--- src/rtl/fp_pkg.sv ---
// Shared binary32 types, constants and pack/unpack helpers for the FP execute slice.
package fp_pkg;

    localparam int unsigned EXP_W  = 8;
    localparam int unsigned MAN_W  = 23;
    localparam int unsigned BIAS   = 127;
    localparam int unsigned SIG_W  = MAN_W + 1;   // significand including hidden bit
    localparam int unsigned EXT_W  = SIG_W + 3;   // significand plus guard, round, sticky
    localparam int unsigned RND_W  = SIG_W + 1;   // significand plus rounding carry
    localparam int unsigned SEXP_W = 10;          // signed working exponent

    localparam logic [31:0] QNAN    = 32'h7FC0_0000;
    localparam logic [31:0] POS_INF = 32'h7F80_0000;

    typedef struct packed {
        logic             sign;
        logic [EXP_W-1:0] exp;
        logic [SIG_W-1:0] man;      // hidden bit included; zero for zero/subnormal
        logic             is_zero;
        logic             is_inf;
        logic             is_nan;
    } fp_t;

    // Split a binary32 word; subnormals collapse to signed zero.
    function automatic fp_t fp_unpack(input logic [31:0] x);
        fp_t f;
        f.sign    = x[31];
        f.exp     = x[30:23];
        f.is_zero = (x[30:23] == '0);
        f.is_inf  = (x[30:23] == '1) && (x[22:0] == '0);
        f.is_nan  = (x[30:23] == '1) && (x[22:0] != '0);
        f.man     = f.is_zero ? '0 : {1'b1, x[22:0]};
        return f;
    endfunction

    // Round a normalized 1.xxx|G|R|S mantissa to nearest-even and pack,
    // saturating to infinity on overflow and flushing to zero on underflow.
    function automatic logic [31:0] round_pack(input logic                     sign,
                                               input logic signed [SEXP_W-1:0] exp,
                                               input logic [EXT_W-1:0]         mant);
        logic                     round_up;
        logic [RND_W-1:0]         rounded;
        logic signed [SEXP_W:0]   exp_r;
        logic [MAN_W-1:0]         frac;
        logic [31:0]              res;
        round_up = mant[2] & (mant[1] | mant[0] | mant[3]);
        rounded  = {1'b0, mant[EXT_W-1:3]} + RND_W'(round_up);
        exp_r    = {exp[SEXP_W-1], exp} + {{SEXP_W{1'b0}}, rounded[SIG_W]};
        frac     = rounded[SIG_W] ? rounded[SIG_W-1:1] : rounded[MAN_W-1:0];
        if (exp_r >= 11'sd255) begin
            res = {sign, POS_INF[30:0]};
        end else if (exp_r < 11'sd1) begin
            res = {sign, 31'b0};
        end else begin
            res = {sign, exp_r[EXP_W-1:0], frac};
        end
        return res;
    endfunction

endpackage

--- src/rtl/fp_div_core.sv ---
// Two-stage pipelined binary32 divider: 13 quotient bits per stage plus final 14, then round.
module fp_div_core
    import fp_pkg::*;
(
    input  logic        clk,
    input  logic        rst,
    input  logic [31:0] a,
    input  logic [31:0] b,
    output logic [31:0] y
);

    localparam int unsigned Q1_W  = 13;
    localparam int unsigned Q2_W  = EXT_W - Q1_W;
    localparam int unsigned REM_W = SIG_W + 1;

    fp_t                      ua;
    fp_t                      ub;
    logic                     sign_d;
    logic                     special_d;
    logic [31:0]              special_y_d;
    logic signed [SEXP_W-1:0] exp_d;
    logic [REM_W-1:0]         rem1;
    logic [Q1_W-1:0]          q1_d;

    logic                     s1_special;
    logic [31:0]              s1_special_y;
    logic                     s1_sign;
    logic signed [SEXP_W-1:0] s1_exp;
    logic [Q1_W-1:0]          s1_q;
    logic [REM_W-1:0]         s1_rem;
    logic [SIG_W-1:0]         s1_div;

    logic [REM_W-1:0]         rem2;
    logic [Q2_W-1:0]          q2;
    logic [EXT_W-1:0]         quo;
    logic [EXT_W-1:0]         man2;
    logic signed [SEXP_W-1:0] exp2;
    logic [31:0]              y_d;

    // Stage 1: classify specials, exponent difference, leading quotient bits.
    always_comb begin
        ua          = fp_unpack(a);
        ub          = fp_unpack(b);
        sign_d      = ua.sign ^ ub.sign;
        special_d   = 1'b1;
        special_y_d = '0;
        if (ua.is_nan || ub.is_nan) begin
            special_y_d = QNAN;
        end else if ((ua.is_zero && ub.is_zero) || (ua.is_inf && ub.is_inf)) begin
            special_y_d = QNAN;
        end else if (ua.is_inf || ub.is_zero) begin
            special_y_d = {sign_d, POS_INF[30:0]};
        end else if (ub.is_inf || ua.is_zero) begin
            special_y_d = {sign_d, 31'b0};
        end else begin
            special_d = 1'b0;
        end
        exp_d = {2'b00, ua.exp} - {2'b00, ub.exp} + 10'(BIAS);
        rem1  = {1'b0, ua.man};
        q1_d  = '0;
        for (int i = Q1_W - 1; i >= 0; i--) begin
            if (rem1 >= {1'b0, ub.man}) begin
                q1_d[i] = 1'b1;
                rem1    = rem1 - {1'b0, ub.man};
            end
            rem1 = rem1 << 1;
        end
    end

    // Stage 1 register; reset parks it as a zero-valued special so nothing stale emerges.
    always_ff @(posedge clk) begin
        if (!rst) begin
            s1_special   <= 1'b1;
            s1_special_y <= '0;
            s1_sign      <= 1'b0;
            s1_exp       <= '0;
            s1_q         <= '0;
            s1_rem       <= '0;
            s1_div       <= '0;
        end else begin
            s1_special   <= special_d;
            s1_special_y <= special_y_d;
            s1_sign      <= sign_d;
            s1_exp       <= exp_d;
            s1_q         <= q1_d;
            s1_rem       <= rem1;
            s1_div       <= ub.man;
        end
    end

    // Stage 2: remaining quotient bits, normalize, sticky from remainder, round.
    always_comb begin
        rem2 = s1_rem;
        q2   = '0;
        for (int i = Q2_W - 1; i >= 0; i--) begin
            if (rem2 >= {1'b0, s1_div}) begin
                q2[i] = 1'b1;
                rem2  = rem2 - {1'b0, s1_div};
            end
            rem2 = rem2 << 1;
        end
        quo = {s1_q, q2};
        if (quo[EXT_W-1]) begin
            man2 = {quo[EXT_W-1:1], quo[0] | (rem2 != '0)};
            exp2 = s1_exp;
        end else begin
            man2 = {quo[EXT_W-2:0], rem2 != '0};
            exp2 = s1_exp - 10'd1;
        end
        y_d = s1_special ? s1_special_y : round_pack(s1_sign, exp2, man2);
    end

    // Stage 2 register drives the quotient output.
    always_ff @(posedge clk) begin
        if (!rst) begin
            y <= '0;
        end else begin
            y <= y_d;
        end
    end

endmodule

--- src/rtl/fp_add_div_abs.sv ---
// Binary32 execute slice: combinational |x1|, 1-cycle x1+x2, 2-cycle x1/x2.
module fp_add_div_abs
    import fp_pkg::*;
(
    input  logic        clk,
    input  logic        rst,
    input  logic [31:0] x1,
    input  logic [31:0] x2,
    output logic [31:0] fabs_y,
    output logic [31:0] fadd_y,
    output logic [31:0] fdiv_y
);

    fp_t                      ua;
    fp_t                      ub;
    logic                     hi_sign;
    logic [EXP_W-1:0]         hi_exp;
    logic [SIG_W-1:0]         hi_man;
    logic [EXP_W-1:0]         lo_exp;
    logic [SIG_W-1:0]         lo_man;
    logic [EXP_W-1:0]         exp_diff;
    logic [EXT_W-1:0]         hi_ext;
    logic [EXT_W-1:0]         lo_ext;
    logic [EXT_W-1:0]         lo_aligned;
    logic [EXT_W:0]           sum;
    logic [4:0]               lz;
    logic [EXT_W-1:0]         norm_man;
    logic signed [SEXP_W-1:0] norm_exp;
    logic [31:0]              add_res;

    assign fabs_y = {1'b0, x1[30:0]};

    // Adder datapath: swap by magnitude, align with sticky, add/sub, normalize, round.
    always_comb begin
        ua = fp_unpack(x1);
        ub = fp_unpack(x2);
        if ({ua.exp, ua.man} >= {ub.exp, ub.man}) begin
            hi_sign = ua.sign;
            hi_exp  = ua.exp;
            hi_man  = ua.man;
            lo_exp  = ub.exp;
            lo_man  = ub.man;
        end else begin
            hi_sign = ub.sign;
            hi_exp  = ub.exp;
            hi_man  = ub.man;
            lo_exp  = ua.exp;
            lo_man  = ua.man;
        end
        exp_diff = hi_exp - lo_exp;
        hi_ext   = {hi_man, 3'b000};
        lo_ext   = {lo_man, 3'b000};
        if (exp_diff >= 8'(EXT_W)) begin
            lo_aligned = EXT_W'(lo_ext != '0);
        end else begin
            lo_aligned    = lo_ext >> exp_diff;
            lo_aligned[0] = lo_aligned[0] | ((lo_aligned << exp_diff) != lo_ext);
        end
        if (ua.sign == ub.sign) begin
            sum = {1'b0, hi_ext} + {1'b0, lo_aligned};
        end else begin
            sum = {1'b0, hi_ext} - {1'b0, lo_aligned};
        end
        lz = '0;
        for (int i = 0; i < EXT_W; i++) begin
            if (sum[i]) begin
                lz = 5'(EXT_W - 1 - i);
            end
        end
        if (sum[EXT_W]) begin
            norm_man = {sum[EXT_W:2], sum[1] | sum[0]};
            norm_exp = {2'b00, hi_exp} + 10'd1;
        end else begin
            norm_man = sum[EXT_W-1:0] << lz;
            norm_exp = {2'b00, hi_exp} - {5'b00000, lz};
        end
        if (ua.is_nan || ub.is_nan) begin
            add_res = QNAN;
        end else if (ua.is_inf && ub.is_inf && (ua.sign != ub.sign)) begin
            add_res = QNAN;
        end else if (ua.is_inf) begin
            add_res = x1;
        end else if (ub.is_inf) begin
            add_res = x2;
        end else if (ua.is_zero && ub.is_zero) begin
            add_res = {ua.sign & ub.sign, 31'b0};
        end else if (ua.is_zero) begin
            add_res = x2;
        end else if (ub.is_zero) begin
            add_res = x1;
        end else if (sum == '0) begin
            add_res = '0;
        end else begin
            add_res = round_pack(hi_sign, norm_exp, norm_man);
        end
    end

    // Single adder pipeline register.
    always_ff @(posedge clk) begin
        if (!rst) begin
            fadd_y <= '0;
        end else begin
            fadd_y <= add_res;
        end
    end

    fp_div_core u_div (
        .clk (clk),
        .rst (rst),
        .a   (x1),
        .b   (x2),
        .y   (fdiv_y)
    );

endmodule

--- config.mk ---
export PLATFORM = sky130hd
export DESIGN_NAME = fp_add_div_abs
export DESIGN_NICKNAME = d
export VERILOG_FILES = /design/src/rtl/fp_pkg.sv /design/src/rtl/fp_div_core.sv /design/src/rtl/fp_add_div_abs.sv
export SDC_FILE = /design/constraint.sdc
export NUM_CORES = 2
export LEC_CHECK = 0
export CORE_MARGIN = 2
export CORE_UTILIZATION = 25
export CTS_CLUSTER_SIZE = 40
export DETAILED_ROUTE_END_ITERATION = 10
export PLACE_DENSITY = 0.41
export SETUP_SLACK_MARGIN = 0.4
export SYNTH_ARGS = -nofsm -noshare
export SYNTH_HDL_FRONTEND = slang
export SYNTH_SLANG_ARGS = --single-unit
--- constraint.sdc ---
create_clock -name clk -period 180.7 [get_ports clk]
set_input_delay 54.21 -clock clk [delete_from_list [all_inputs] [get_ports clk]]
set_output_delay 54.21 -clock clk [all_outputs]
set_load 0.05 [all_outputs]
==> metrics.md <==
| Metric | Value |
|---|---|
| Clock Tree Buf Depth | 2 |
| Setup CP Type | input pin to flop |
| Initial antenna violation count | 10 |
| Mean Syn Cell Area | 6.933 sq um |
| Die Wd | 466.9 microns |
| Worst path bufs/invs | 17 |
| Clk root buf | clkbuf_16 |
| Fin nets | 8526 |
| Final Max Tran Viols | 0 |
| Cell variety after synth | 129 |
| Largest net degree at the start of global routing | 70 |
| Row Count | 169 |
| Dpl cells | 10558 |
| First-pass GRT wire length | 379100 microns |
| Met2 GRT Util | 0.3676 |
| Gr busiest metal | met2 |
| Worst rel slew slack | 0.006348 |
| Crit path top cell by count | a21oi_1 |
| Area of the multi-input gates | 47640 sq um |
| Share of the synthesized area in the top cell type | 0.1630 |
| RR Endpoint | u_div.y[7]$_SDFF_PP0_ |
| Total grt overflow | 0 |
| Slowest Stage Delay on Critical Path | 1060 ps |
| Slew @ Worst Pin | 1475 ps |
| Area leader, netlist | ha_1 |
| GPL Wtd Cong | 0.9847 |
| Worst hold stages | 2 |
| Ys Warns | 0 |
| Hold Path Class | flop to flop |
| Max Cap Viol | 1 |
| Register area | 2804 sq um |
| CTS tree | done |
| Post-route cell area | 59190 sq um |
| Syn Inst Count | 7727 |
| Number of vias per cell | 5.687 |
| Antenna viol nets, final | 0 |
| Grt met1 use | 0.3118 |
| Primary FF master, synth | dfxtp_1 |
| Fmax | 0.009026 GHz |
| R2R Path Start | u_div.s1_div[1]$_SDFF_PN0_ |
| Critical Path Fanout Max | 62 |
| Total Wirelength | 261300 microns |
| Post-synth EDFFs | 0 |
| # DRC | 0 |
| Failing checks | capacitance limit |
| RSZ-0062 raised after global routing | false |
| Mapped cell area | 53580 sq um |
| Synth-to-Final Area Change | 10.48% |
| Starting Density | 0.2521 |
| Num CTS Buffers | 17 |
| R2R cell count | 284 |
| Synth Net Count | 8497 |
| Post-synthesis sequential area ratio | 0.05231 |
| Detailed placer's ending HPWL | 207600 microns |
| Reg-to-reg setup timing slack | 112060 ps |
| Worst Hold Launch | u_div.s1_special_y[22]$_SDFF_PN0_ |
| TritonCTS sink count | 140 |
| # port buffers | 160 |
| # resized after CTS | 0 |
| CTS Hold Bufs | 0 |
| CP Capture Type | flop |
| Tmin final | 110790 ps |
| CP max stage cell | nor4_2 |
| Synth async-reset ratio | 0 |
| Worst EP arrival | 111190 ps |
| Synth area leaders | ha_1 16%, a21oi_1 6.3%, xnor2_1 6.3% |
| Initial drt markers | 5522 |
| Setup TNS | 0 ps |
| Clk_lat worst skew | 550 ps |
| Top Ports | 162 |
| CP Launch Type | input pin |
| Drt wl/cell | 24.66 microns |
| Post-CTS Setup Repair Bufs | 0 |
| Fin Clk Skew | 23.64 ps |
| # setup viols final | 0 |
| Die ar. | 218000 sq um |
| Critical Path RT | 181110 ps |
| Share of layout cells above drive strength 1 | 0.07890 |
| Placed Area | 58570 sq um |
| Delay-heaviest family, CP | compound AO/OA/AOI/OAI gates |
| Die Height | 466.9 microns |
| 1st-pass router iterations | 6 |
| Yosys reg bits | 140 |
| Period utilization | 0.6131 |
| Core region area | 212500 sq um |
| Fillers | 23531 |
| Status | finished with violations |
| GRT Util Overall | 0.2295 |
| H-tree lvl count | 4 |
| Final non-filler cell total | 10593 |
| Met3 Use GR | 0.02563 |
| Vias in the first global route | 57050 |
| Hold endpoint | u_div.y[22]$_SDFF_PN0_ |
| Clock slew at reported path FFs | 70 ps |
| DR vias | 60239 |
| Final hold violations | 0 |
-- cell usage after synthesis (all sizes together) (17+ instances only) --
master and n:
a22oi 43, a21oi 690, nand4 138, a31o 20, nand2 632, and4 18, nor4 73, nand2b 85
o31ai 63, o211a 19, nor2b 64, and3 93, and2 46, dfxtp 140, inv 450, o211ai 82
o41ai 18, nand3 193, o21a 120, o22ai 40, a211oi 122, or4 22, buf 121, xnor2 383
xor2 186, or3 56, a31oi 75, a221o 34, o21bai 170, a21boi 78, a2111oi 24, a211o 29
a221oi 32, o21ai 550, o221ai 42, ha 698, nor3 243, o2111ai 17, or2 57, mux2 223
a21o 228, nor2 752, mux2i 120, o31a 18, clkbuf 200
-- worst max-delay path by stage --
stage / start / to / cells past startpoint
2_1_floorplan: x1[0] / fabs_y[0] / 1
3_3_place_gp: x1[24] / fabs_y[24] / 2
3_5_place_dp: x2[26] / u_div.s1_rem[15]$_SDFF_PN0_ / 267
4_1_cts: x2[26] / u_div.s1_rem[15]$_SDFF_PN0_ / 267
5_1_grt: x2[26] / u_div.s1_rem[16]$_SDFF_PN0_ / 267
6_report: x2[27] / u_div.s1_rem[15]$_SDFF_PN0_ / 266
-- layout by cell type (no fill, tap or decap), types with 221 or more instances in the layout --
master and count:
a21o_1 227, nor3_1 235, xnor2_1 383, a21oi_1 674, nor2_1 744, o21ai_0 507
mux2_2 221, ha_1 697, inv_1 445, nand2_1 630
-- routing by layer --
| layer | routed length (microns) | vias up |
|---|---|---|
| met5 | 21 | - |
| met4 | 10720 | 4 |
| met3 | 14420 | 387 |
| met2 | 116200 | 1973 |
| met1 | 119800 | 29083 |
| li1 | - | 28792 |
-- worst reg2reg max path: cells and delay by family, from the launching register on --
kind	cells	cell delay [ps]
flops	1	900
simple gates	60	16200
xor+xnor	1	180
mux	5	2060
buf+inv	12	3590
fa+ha+maj	15	4840
compound gates	191	40690
-- flip-flops by register name, indices dropped and copies added, names as in the netlist --
name / cells
u_div.s1_rem: 24
u_div.s1_sign: 1
u_div.s1_special: 1
u_div.y: 32
u_div.s1_q: 13
u_div.s1_exp: 10
fadd_y: 32
u_div.s1_special_y: 3
u_div.s1_div: 24
-- cell type report --
class                   instances  share of cell area
diodes                          3           0.0001268
clock buffers                  17            0.007187
clock inverters                15            0.003150
inverters                     455             0.02892
multi-input cells            6811              0.8049
flip-flops and latches        140             0.04737
well taps                    2821             0.05963
repair buffers                331             0.04875
-- cells by family (layout without fill, tap and decap cells) --
kind of cell    Yosys count  count (layout)  share of synthesized area
flops                   140             140                    0.05231
mux                     347             347                    0.07097
other cells               1               4                 0.00007000
buf+inv                 776             818                    0.06028
compound gates         2670            2670                     0.3319
xor+xnor                569             569                    0.09316
fa+ha+maj               704             704                     0.1653
simple gates           2520            2520                     0.2260
-- stage by stage --
stage,setup slack (ps),hold slack [ps],util
final,69910,640.7,0.2785
after global routing,64850,672.4,0.2785
after CTS,70060,671.3,0.2785
after detailed placement,69760,651.4,0.2756
after global placement,70490,638.2,0.2756
after floorplan,72110,436.5,-
Power is left out: the tool's default activity adds up to more than one toggle a clock period on the data nets, which glitch-free logic cannot reach.
